--- config.mk ---
export PLATFORM = sky130hd
export DESIGN_NAME = rr_packet_arbiter
export DESIGN_NICKNAME = d
export VERILOG_FILES = /design/src/rtl/router_arb_pkg.sv /design/src/rtl/rr_prio_select.sv /design/src/rtl/rr_packet_arbiter.sv
export SDC_FILE = /design/constraint.sdc
export NUM_CORES = 1
export LEC_CHECK = 0
export ABC_AREA = 1
export CAP_MARGIN = 20
export CORE_UTILIZATION = 48
export CTS_CLUSTER_SIZE = 24
export DETAILED_ROUTE_END_ITERATION = 7
export PLACE_DENSITY = 0.77
export RECOVER_POWER = 50
export SLEW_MARGIN = 0
export SYNTH_ARGS = -nofsm -noshare
export SYNTH_HDL_FRONTEND = slang
export SYNTH_SLANG_ARGS = --single-unit
--- constraint.sdc ---
create_clock -name clk -period 2.7 [get_ports clk]
set_input_delay 0.54 -clock clk [delete_from_list [all_inputs] [get_ports clk]]
set_output_delay 0.54 -clock clk [all_outputs]
set_load 0.01 [all_outputs]
--- src/rtl/router_arb_pkg.sv ---
// Shared types and width helpers for the router output-port arbiters.
package router_arb_pkg;

  typedef enum logic [0:0] {
    IDLE = 1'b0,
    HOLD = 1'b1
  } arb_state_e;

  // A single requester or a disabled watchdog still needs a 1-bit register.
  function automatic int idx_width(input int n_req);
    return (n_req > 32'sd1) ? $clog2(n_req) : 32'sd1;
  endfunction

  function automatic int cnt_width(input int max_hold);
    return (max_hold > 32'sd0) ? $clog2(max_hold + 32'sd1) : 32'sd1;
  endfunction

endpackage

--- src/rtl/rr_prio_select.sv ---
// Masked rotating priority encoder: lowest eligible request at/above ptr,
// falling back to the lowest eligible request overall.
module rr_prio_select
  import router_arb_pkg::*;
#(
  parameter int N_REQ = 16,
  parameter int IDX_W = idx_width(N_REQ)
) (
  input  logic [N_REQ-1:0] req,
  input  logic [IDX_W-1:0] ptr,
  input  logic [IDX_W-1:0] mask_idx,
  input  logic             mask_en,
  output logic [N_REQ-1:0] onehot,
  output logic [IDX_W-1:0] idx,
  output logic             found
);

  localparam logic [N_REQ-1:0] ONE_HOT0 = {{(N_REQ-1){1'b0}}, 1'b1};

  logic [N_REQ-1:0] elig_s;
  logic [N_REQ-1:0] upper_s;
  logic [N_REQ-1:0] pick_s;

  function automatic logic [IDX_W-1:0] lowest_set(input logic [N_REQ-1:0] v);
    logic [IDX_W-1:0] r;
    r = '0;
    for (int i = N_REQ - 1; i >= 0; i--) begin
      r = v[i] ? IDX_W'(i) : r;
    end
    return r;
  endfunction

  // Drop the masked requester, then split the rest at the rotation pointer.
  always_comb begin
    elig_s  = '0;
    upper_s = '0;
    for (int i = 0; i < N_REQ; i++) begin
      elig_s[i]  = req[i] & ~(mask_en & (mask_idx == IDX_W'(i)));
      upper_s[i] = elig_s[i] & (IDX_W'(i) >= ptr);
    end
  end

  // Upper half wins when populated; otherwise the search wraps to index 0.
  always_comb begin
    pick_s = (|upper_s) ? upper_s : elig_s;
    found  = |elig_s;
    idx    = lowest_set(pick_s);
    onehot = found ? (ONE_HOT0 << idx) : '0;
  end

endmodule

--- src/rtl/rr_packet_arbiter.sv ---
// Per-output-port packet arbiter: grants one requester for a whole packet,
// round-robin or fixed priority, with a hold-time watchdog.
module rr_packet_arbiter
  import router_arb_pkg::*;
#(
  parameter  int N_REQ    = 16,
  parameter  int RR_MODE  = 1,
  parameter  int MAX_HOLD = 64,
  localparam int IDX_W    = idx_width(N_REQ),
  localparam int CNT_W    = cnt_width(MAX_HOLD)
) (
  input  logic             clk,
  input  logic             reset_n,
  input  logic [N_REQ-1:0] req,
  input  logic             eop,
  output logic [N_REQ-1:0] grant,
  output logic [IDX_W-1:0] grant_idx,
  output logic             busy,
  output logic             timeout
);

  localparam logic [CNT_W-1:0] CNT_LAST = CNT_W'(MAX_HOLD - 1);
  localparam logic [CNT_W-1:0] CNT_SAT  = '1;
  localparam logic [IDX_W-1:0] IDX_LAST = IDX_W'(N_REQ - 1);
  localparam logic             WD_EN    = (MAX_HOLD != 0);

  arb_state_e       state_r;
  logic [IDX_W-1:0] ptr_r;
  logic [CNT_W-1:0] hold_cnt_r;
  logic [N_REQ-1:0] grant_r;
  logic [IDX_W-1:0] grant_idx_r;
  logic             busy_r;
  logic             timeout_r;

  logic             in_hold_s;
  logic             eop_hit_s;
  logic             withdraw_s;
  logic             wd_hit_s;
  logic             release_s;
  logic [IDX_W-1:0] ptr_next_s;
  logic [N_REQ-1:0] sel_onehot_s;
  logic [IDX_W-1:0] sel_idx_s;
  logic             sel_found_s;

  // While holding, the current grantee is excluded so a released requester
  // cannot win the very next selection.
  rr_prio_select #(
    .N_REQ (N_REQ),
    .IDX_W (IDX_W)
  ) u_select (
    .req      (req),
    .ptr      (ptr_r),
    .mask_idx (grant_idx_r),
    .mask_en  (in_hold_s),
    .onehot   (sel_onehot_s),
    .idx      (sel_idx_s),
    .found    (sel_found_s)
  );

  // Release conditions and the rotation point after a fresh grant.
  always_comb begin
    in_hold_s  = (state_r == HOLD);
    eop_hit_s  = in_hold_s & eop;
    withdraw_s = in_hold_s & ~req[grant_idx_r];
    wd_hit_s   = in_hold_s & WD_EN & (hold_cnt_r == CNT_LAST);
    release_s  = eop_hit_s | withdraw_s | wd_hit_s;
    if (RR_MODE != 0) begin
      ptr_next_s = (sel_idx_s == IDX_LAST) ? '0 : (sel_idx_s + IDX_W'(1'b1));
    end else begin
      ptr_next_s = '0;
    end
  end

  // Packet-hold FSM with registered grant, index, busy and timeout pulse.
  always_ff @(posedge clk) begin
    if (!reset_n) begin
      state_r     <= IDLE;
      ptr_r       <= '0;
      hold_cnt_r  <= '0;
      grant_r     <= '0;
      grant_idx_r <= '0;
      busy_r      <= 1'b0;
      timeout_r   <= 1'b0;
    end else begin
      timeout_r <= 1'b0;
      case (state_r)
        IDLE: begin
          if (sel_found_s) begin
            state_r     <= HOLD;
            grant_r     <= sel_onehot_s;
            grant_idx_r <= sel_idx_s;
            busy_r      <= 1'b1;
            hold_cnt_r  <= '0;
            ptr_r       <= ptr_next_s;
          end else begin
            state_r     <= IDLE;
            grant_r     <= '0;
            grant_idx_r <= '0;
            busy_r      <= 1'b0;
            hold_cnt_r  <= '0;
          end
        end
        HOLD: begin
          if (release_s) begin
            // Only a pure watchdog release is flagged.
            timeout_r <= wd_hit_s & ~eop_hit_s & ~withdraw_s;
            if (sel_found_s) begin
              state_r     <= HOLD;
              grant_r     <= sel_onehot_s;
              grant_idx_r <= sel_idx_s;
              busy_r      <= 1'b1;
              hold_cnt_r  <= '0;
              ptr_r       <= ptr_next_s;
            end else begin
              state_r     <= IDLE;
              grant_r     <= '0;
              grant_idx_r <= '0;
              busy_r      <= 1'b0;
              hold_cnt_r  <= '0;
            end
          end else if (hold_cnt_r != CNT_SAT) begin
            hold_cnt_r <= hold_cnt_r + CNT_W'(1'b1);
          end else begin
            hold_cnt_r <= hold_cnt_r;
          end
        end
        default: begin
          state_r     <= IDLE;
          grant_r     <= '0;
          grant_idx_r <= '0;
          busy_r      <= 1'b0;
          hold_cnt_r  <= '0;
          ptr_r       <= '0;
        end
      endcase
    end
  end

  assign grant     = grant_r;
  assign grant_idx = grant_idx_r;
  assign busy      = busy_r;
  assign timeout   = timeout_r;

endmodule
==> impl_metrics.yaml, run 1 <==
outcome:
  outcome: "finished with violations"
  violations: "setup timing"
sta:
  whs_ns: 0.470
  max_freq_ghz: 0.328
  fin_crit_sh_pct: 113
  tns_ns: -5.46
  rsz0062_at_grt: "true"
  setup_slack_ns: -0.353
  tightest_slew_ns: 0.344
  hold_viol: 0
  slew_headroom_pct: 76.8
  drv_slew: 0
  min_period_ns: 3.05
  fin_skew_ns: 0.00303
  setup_violations: 24
place:
  io_buffers: 40
  dpl.cell_count: 531
  place_hpwl_um: 5730
  place_ws_ns: -0.551
  dpl_cell_area_um2: 3420
  finalWeightedCongestion: 0.973
clocking:
  cts_tree: "yes"
  insertion_delay_ns: 0.28
  h-tree-depth: 2
  clk_pin_slew_worst_paths_ns: 0.07
  cts.sinks: 34
  cts_made_buffers: 5
  cts_root_buffer: "clkbuf_8"
  clockBufferDepth: 2
setup_path:
  cp-start-kind: "flop"
  worstPathArrival_ns: 3.22
  critical_path.max_fanout: 7
  critPathBufInv: 2
  crit_path_end_kind: "flop"
  worstReg2RegStart: "grant_idx[1]"
  crit_family: "simple AND/OR/NAND/NOR gates"
  crit_type: "flop to flop"
  cp_common_cell: "nand2_1"
  startpoint: "grant_idx[1]"
  slowest_stage: "dfxtp_4"
  crit_required_ns: 2.87
  cpPeakStageDelay_ns: 0.41
final_layout:
  area_growth_pct: 60.1
  fin_cells: 552
  fillers: 327
  drive_gt1_share_pct: 38.6
  antenna_cells: 0
  final_nets: 509
  final_area_um2: 3760
logic_synthesis:
  ys_seq_elements: 34
  syn_avg_cell_area_um2: 6.58
  synthTopCellsByArea: "dfxtp_1 29%, nand2_1 15%, nand3_1 12%, inv_1 5.3%, o21ai_1 4.5%"
  synth-warning-count: 0
  syn_area_um2: 2350
  synth-edff-count: 0
  yosysSeqAreaShare_pct: 29.0
  synth_nets: 382
  ys.flop_type: "dfxtp_1"
  yosys.area.top_type: "dfxtp_1"
  synth_cell_type_count: 41
  synth_cells: 357
  synthArstFlopShare_pct: 0
  synth_top_area_share_pct: 29.0
floorplan:
  die_area_um2: 5180
  initial_core_util_pct: 49.7
  die_h_um: 72.0
  die_w_um: 72.0
  coreArea_um2: 4720
  ios: 41
  rows: 25
drt:
  via_per_inst: 5.37
  first_pass_iters: 5
  postRouteAntennaNets: 0
  drc_errors: 0
  routed_wl_um: 8060
  wire_per_inst_um: 14.6
  drtIter0Drc: 233
  vias: 2966
pwr:
  p_leak_uw: 0.00174
  power_frac_comb_pct: 61.5
  ir_drop_v: 0.000663
  clockPowerShare_pct: 13.8
  power_density_nw_per_um2: 743
  p_switching_uw: 1190
  p_seq_share_pct: 24.8
  power_switching_share_pct: 42.6
  internal_power_uw: 1600
global_routing:
  gr-usage-all-layers_pct: 30.8
  grt-ovfl-total: 0
  grt_max_degree: 20
  antenna_found_initial: 0
  grt_pass1_wl_um: 12400
  first_global_vias: 2661
worst_hold_path:
  hold_path_class: "flop to flop"
  min_from: "grant[13]"
flow_run:
  cap_violations: 0
## power by group through the flow
stage	combinational, uW	sequential (uW)	clock (uW)
4_1_cts	1580	690	387
5_1_grt	1860	700	413
3_5_place_dp	1470	691	0
6_report	1720	693	385
2_1_floorplan	832	658	0
3_3_place_gp	1430	689	0
## flip-flops by register name (all words and copies together), names as in the netlist
name / count
hold_cnt_r: 7
grant_idx: 4
timeout: 1
grant: 16
in_hold_s: 1
busy: 1
ptr_r: 4
## final timing paths
kind                     to  slack (ns)  cells after the start
setup / recovery   ptr_r[2]       -0.35                     29
hold / removal    grant[13]        0.47                      2
setup reg to reg   ptr_r[2]       -0.35                     29
hold reg to reg   grant[13]        0.47                      2
## metal layers
metal / track usage [%] / up-vias / share of wire [%]
met5: 0 / - / 0
met4: 7.19 / 0 / 1.3
met3: 5.83 / 14 / 6.3
met2: 51.0 / 122 / 48
met1: 41.8 / 1395 / 44
li1: - / 1435 / -
## through the flow
stage	utilization [%]	power (uW)
floorplan	-	1490
global placement	72.5	2120
detailed placement	72.5	2160
CTS	77.4	2660
global route	79.6	2970
finish	79.6	2800
## worst register-to-register path: cells and delay by family, from the launching register on
family	cells	cell delay, ns
compound gates	1	0.05
flops	1	0.41
buf+inv	2	0.10
fa+ha+maj	2	0.44
simple gates	24	1.93
## placed cells by master, fill, tap and decap left out, types with 3 or more instances in the layout
master | synthesis | final
buf_4 | 0 | 86
nand2_1 | 91 | 83
nand3_1 | 55 | 38
inv_1 | 33 | 29
dfxtp_1 | 34 | 27
clkdlybuf4s50_1 | 0 | 25
nor2_1 | 26 | 23
nand3_2 | 4 | 21
o21ai_1 | 21 | 20
nand2_2 | 9 | 16
dlygate4sd3_1 | 0 | 15
inv_2 | 10 | 12
nor2_4 | 5 | 7
o21ai_0 | 8 | 6
clkbuf_8 | 0 | 6
nor2_2 | 3 | 4
o21ai_2 | 2 | 4
nor3_1 | 4 | 4
a22oi_1 | 4 | 4
a21oi_1 | 4 | 4
o22ai_1 | 5 | 4
dfxtp_4 | 0 | 4
nand4_1 | 3 | 3
dfxtp_2 | 0 | 3
buf_6 | 2 | 3
## synthesized netlist by cell type (2+ instances only)
library cell,n
and3_1,2
inv_2,10
nand4_1,3
nor2_8,2
nand3_2,4
buf_2,2
o21ai_1,21
dfxtp_1,34
nand2_1,91
ha_1,6
nand2_2,9
nor2_4,5
clkbuf_1,4
inv_1,33
o21ai_0,8
a21oi_1,4
nand3_1,55
nor2_2,3
o21ai_2,2
a22oi_1,4
nor2_1,26
o21bai_1,2
buf_6,2
o22ai_1,5
nor3_1,4
## cells by family after synthesis
| kind of cell | count (synthesis) | synth area share [%] |
|---|---|---|
| compound gates | 52 | 13.3 |
| xor+xnor | 2 | 0.746 |
| fa+ha+maj | 6 | 3.19 |
| buf+inv | 54 | 9.74 |
| flops | 34 | 29.0 |
| simple gates | 209 | 44.0 |
## cell type report
class	count	area, um^2	share of cell area, %
tap	67	83.8	2.23
inverter	45	184	4.89
sequential	34	699	18.6
timing repair buffer	129	1080	28.7
multi-input combinational	269	1620	43.1
clock inverter	1	5.00	0.133
clock buffer	7	86.3	2.30
## timing repair
| item | 4_1_cts | 5_1_grt |
|---|---|---|
| pin swaps | 19 | 7 |
| endpoints found under the setup margin | 24 | 25 |
| hold buffers | 0 | 0 |
| resized for setup | 27 | 19 |
| buffers inserted | 9 | 5 |
Note: power is estimated with default switching activity, not from simulation.
==> run 2: changes to the inputs <==
GPL_ROUTABILITY_DRIVEN = 0   (was not set)
==> run 2 against run 1 <==
  * The run ends with DRC, setup timing left
  * Sequential power grew 0.9%
  * Utilization increased by 7.0 points
  * Register-to-register slack worse by 0.38 ns
  * Design area rose by 8.8%
  * Largest cell class unchanged
  * Routed wire length up 35%
  * Fmax is 11% lower
  * Power increased by 19%
  * Non-clock buffer count rose by 20
  * Cell count is 3.3% higher
==> impl_metrics.yaml, run 2 (same netlist as run 1, synthesis figures left out) <==
floorplan:
  ios: 41
  initial_core_util_pct: 49.7
  rows: 25
  die_w_um: 72.0
  coreArea_um2: 4720
  die_h_um: 72.0
  die_area_um2: 5180
setup_path:
  worstSetupEndpoint: "ptr_r[2]"
  crit_type: "flop to flop"
  cp_common_cell: "nand2_1"
  cpPeakStageDelay_ns: 0.46
  crit_required_ns: 2.92
  r2r_setup_slack_ns: -0.74
  cp-start-kind: "flop"
  worstPathArrival_ns: 3.65
  critical_path.max_fanout: 6
  slowest_stage: "dfxtp_1"
  startpoint: "ptr_r[0]"
  reg2reg_depth: 30
  crit_path_end_kind: "flop"
  worstReg2RegStart: "ptr_r[0]"
  reg2reg_to: "ptr_r[2]"
final_layout:
  antenna_cells: 0
  fillers: 221
  final_cell_mix: "105 x buf_4, 71 x nand2_1, 35 x nand3_1"
  fin_cells: 570
  final_common_cell: "buf_4"
  final_area_um2: 4090
  area_growth_pct: 74.2
  largest_register_ff_count: 16
  final_nets: 529
  drive_gt1_share_pct: 46.3
outcome:
  outcome: "finished with violations"
  violations: "DRC, setup timing"
global_routing:
  antenna_found_initial: 0
  grt_pass1_wl_um: 13600
  grt_max_degree: 20
  grt-ovfl-total: 0
  first_global_vias: 2998
  gr-usage-all-layers_pct: 33.7
pwr:
  p_leak_uw: 0.00193
  ir_drop_v: 0.000734
  power_density_nw_per_um2: 811
place:
  place_hpwl_um: 5570
  io_buffers: 40
  place_ws_ns: -0.584
  dpl.cell_count: 536
  dpl_cell_area_um2: 3490
sta:
  setup_violations: 26
  rsz0062_at_grt: "true"
  fin_skew_ns: 0.00605
  setup_slack_ns: -0.738
  drv_slew: 0
  slew_headroom_pct: 74.5
  whs_ns: 0.479
  min_period_ns: 3.44
  max_freq_ghz: 0.291
  fin_crit_sh_pct: 127
  hold_viol: 0
  tightest_slew_ns: 0.382
drt:
  first_pass_iters: 8
  dr_wl_met3_um: 1320
  via_per_inst: 5.98
  routed_wl_um: 10800
  drc_errors: 2
  dr.max_layer_used: "met4"
  vias: 3407
  wire_per_inst_um: 19.0
  postRouteAntennaNets: 0
  drtIter0Drc: 468
  m1WireLength_um: 3920
  wl_met2_um: 4930
clocking:
  cts_root_buffer: "clkbuf_8"
  h-tree-depth: 2
  clk_pin_slew_worst_paths_ns: 0.07
  insertion_delay_ns: 0.29
  cts_tree: "yes"
  cts_made_buffers: 5
  clockBufferDepth: 2
  cts.sinks: 34
flow_run:
  cap_violations: 0
worst_hold_path:
  hold_path_class: "flop to flop"
==> run 2: changes by cell type in the layout (fill, tap and decap cells not counted), sizes merged <==
| cell | change |
|---|---|
| clkdlybuf4s50 | -1 |
| clkbuf | -1 |
| buf | +20 |
| clkinv | -1 |
| dlymetal6s2s | +1 |
==> run 2: per-stage QoR <==
step / util [%] / TNS (ns) / total power (uW)
floorplan: - / -0.181 / 1490
global placement: 73.8 / -9.19 / 2180
detailed placement: 73.8 / -10.32 / 2220
CTS: 81.1 / -2.13 / 2850
global route: 86.6 / -16.40 / 3420
finish: 86.6 / -13.59 / 3320
==> run 2: worst min path at each step <==
stage / depth (start not counted) / end / startpoint / slack (ns)
6_report: 2 / hold_cnt_r[6] / hold_cnt_r[6] / 0.48
5_1_grt: 2 / grant[13] / grant[13] / 0.50
4_1_cts: 2 / hold_cnt_r[6] / hold_cnt_r[6] / 0.47
3_5_place_dp: 2 / hold_cnt_r[6] / hold_cnt_r[6] / 0.46
3_3_place_gp: 2 / hold_cnt_r[6] / hold_cnt_r[6] / 0.45
2_1_floorplan: 2 / hold_cnt_r[6] / hold_cnt_r[6] / 0.44
==> run 2: final cells by class <==
cell class / instances / area (um^2) / share of cell area (%)
inverter: 45 / 186 / 4.56
sequential: 34 / 699 / 17.1
clock buffer: 6 / 82.6 / 2.02
timing repair buffer: 149 / 1250 / 30.6
multi-input combinational: 269 / 1790 / 43.7
tap: 67 / 83.8 / 2.05
==> run 2: per-layer routing <==
metal | track usage [%] | up-vias
met5 | 0 | -
met4 | 15.0 | 0
met3 | 7.08 | 92
met2 | 58.2 | 326
met1 | 40.4 | 1512
li1 | - | 1477
==> run 2: where the power goes <==
part	switching (uW)	internal, uW	total [uW]
clock network	180	197	377
registers	113	587	699
logic	1220	1030	2240
total	1510	1810	3320
==> run 2: timing repair <==
item	in CTS	in global routing
hold buffers	0	0
cloned	0	0
setup endpoints to repair	21	25
buffers inserted	18	13
resized for setup	40	49
pin swaps	35	30
==> run 2: critical path, delay by kind of cell, from the launching register on <==
family / cells / cell delay, ns
AO/OA/AOI/OAI: 1 / 0.11
AND/OR/NAND/NOR: 24 / 2.14
flip-flops: 1 / 0.46
adder cells (fa/ha/maj): 2 / 0.38
buffers and inverters: 3 / 0.27
==> run 3: changes to the inputs <==
PLACE_DENSITY = 0.76   (was 0.77)
==> run 3 against run 2 <==
  * The flow still finishes with violations (DRC, setup timing)
  * Critical path depth decreased by 2
  * Global-route usage decreased by 2.1 points
  * Highest routed layer unchanged
  * Cell count decreased by 3.3%
  * Routed wire length decreased by 20%
  * Fmax increased by 6.6%
  * Sequential cell count unchanged
  * Hold slack got worse by 0.0065 ns
  * Die area unchanged
  * Clock skew about the same
==> impl_metrics.yaml, run 3 (same netlist as run 1, synthesis figures left out) <==
outcome:
  outcome: "finished with violations"
  violations: "DRC, setup timing"
place:
  place_hpwl_um: 5710
  place_ws_ns: -0.625
  io_buffers: 40
  dpl_cell_area_um2: 3400
drt:
  via_per_inst: 5.54
  drc_errors: 2
  postRouteAntennaNets: 0
  wire_per_inst_um: 15.7
  vias: 3050
  first_pass_iters: 8
  drtIter0Drc: 272
  routed_wl_um: 8650
setup_path:
  slowest_stage: "dfxtp_1"
  worstPathArrival_ns: 3.44
  crit_required_ns: 2.92
  reg2reg_depth: 28
  crit_path_end_kind: "flop"
  critical_path.max_fanout: 8
  cpPeakStageDelay_ns: 0.50
  crit_type: "flop to flop"
  cp_common_cell: "nand2_1"
  cp-start-kind: "flop"
global_routing:
  grt.met1_usage_pct: 41.8
  use_met3_pct: 5.83
  gr-usage-all-layers_pct: 31.6
  grt_max_degree: 20
  met2_usage_pct: 52.6
  busiest_layer: "met2"
  first_global_vias: 2775
  grt-ovfl-total: 0
  antenna_found_initial: 0
  grt_pass1_wl_um: 12800
clocking:
  cts.sinks: 34
  insertion_delay_ns: 0.28
  h-tree-depth: 2
  cts_made_buffers: 5
  cts_tree: "yes"
  clk_pin_slew_worst_paths_ns: 0.07
  clockBufferDepth: 2
  cts_root_buffer: "clkbuf_8"
sta:
  tightest_slew_ns: 0.377
  min_period_ns: 3.22
  max_freq_ghz: 0.310
  whs_ns: 0.472
  fin_skew_ns: 0.00580
  tns_ns: -8.74
  setup_violations: 24
  slew_headroom_pct: 74.8
  hold_viol: 0
  rsz0062_at_grt: "true"
  fin_crit_sh_pct: 119
  setup_slack_ns: -0.524
  drv_slew: 0
pwr:
  p_leak_uw: 0.00179
  ir_drop_v: 0.000893
  power_density_nw_per_um2: 805
final_layout:
  antenna_cells: 0
  drive_gt1_share_pct: 39.0
  area_growth_pct: 64.5
  largest_register_ff_count: 16
  final_cell_mix: "84 x buf_4, 83 x nand2_1, 36 x nand3_1"
  final_common_cell: "buf_4"
  final_area_um2: 3860
  final_nets: 508
floorplan:
  initial_core_util_pct: 49.7
  ios: 41
  die_h_um: 72.0
  die_w_um: 72.0
  die_area_um2: 5180
  coreArea_um2: 4720
  rows: 25
worst_hold_path:
  hold_depth: 2
  hold_path_class: "flop to flop"
flow_run:
  cap_violations: 0
[run 3: changes by cell type in the layout (fill, tap and decap cells not counted), moves of 3 or more]
cell     before  now
buf_4       105   84
nand2_1      71   83
nand2_2      22   13
nand2_4       8    5
nor2_1       21   24
o21ai_2      11    7
[run 3: worst paths after layout]
| kind | start | end | slack (ns) |
|---|---|---|---|
| max | ptr_r[1] | ptr_r[2] | -0.52 |
| min | grant[11] | grant[11] | 0.47 |
| max reg2reg | ptr_r[1] | ptr_r[2] | -0.52 |
| min reg2reg | grant[11] | grant[11] | 0.47 |
[run 3: repair_timing]
item / 4_1_cts / 5_1_grt
setup endpoints to repair: 24 / 25
pin swaps: 25 / 8
buffers inserted: 11 / 4
hold buffers: 0 / 0
resized for setup: 34 / 21
hold endpoints to repair: 0 / 0
[run 3: per-stage QoR]
step	utilization [%]	instances	power, uW
2_1_floorplan	-	357	1490
3_3_place_gp	72.0	528	2090
3_5_place_dp	72.0	528	2130
4_1_cts	78.5	547	2800
5_1_grt	81.8	551	3250
6_report	81.8	551	3110
[run 3: layout make-up]
type	instances	area (um^2)
Sequential cell	34	697
Fill cell	288	858
Clock buffer	5	68.8
Tap cell	67	83.8
Inverter	45	184
Multi-Input combinational cell	269	1700
Clock inverter	3	40.0
Timing Repair Buffer	128	1090
[run 3: routing by layer]
metal	routed length (um)	part of all wire, %
met5	0	0
met4	242	2.8
met3	696	8.0
met2	4250	49
met1	3460	40
[run 3: power by group]
part           switching (uW)  leakage, uW  total [uW]  internal, uW
logic                    1040      0.00146        1960           922
clock network             183    0.0000579         455           271
registers                 113     0.000279         697           584
total                    1330      0.00179        3110          1780
[run 3: critical path, delay by kind of cell (launching register included)]
kind | cells | cell delay (ns)
simple gates | 20 | 1.70
compound gates | 2 | 0.20
flops | 1 | 0.50
fa+ha+maj | 2 | 0.36
buf+inv | 4 | 0.40
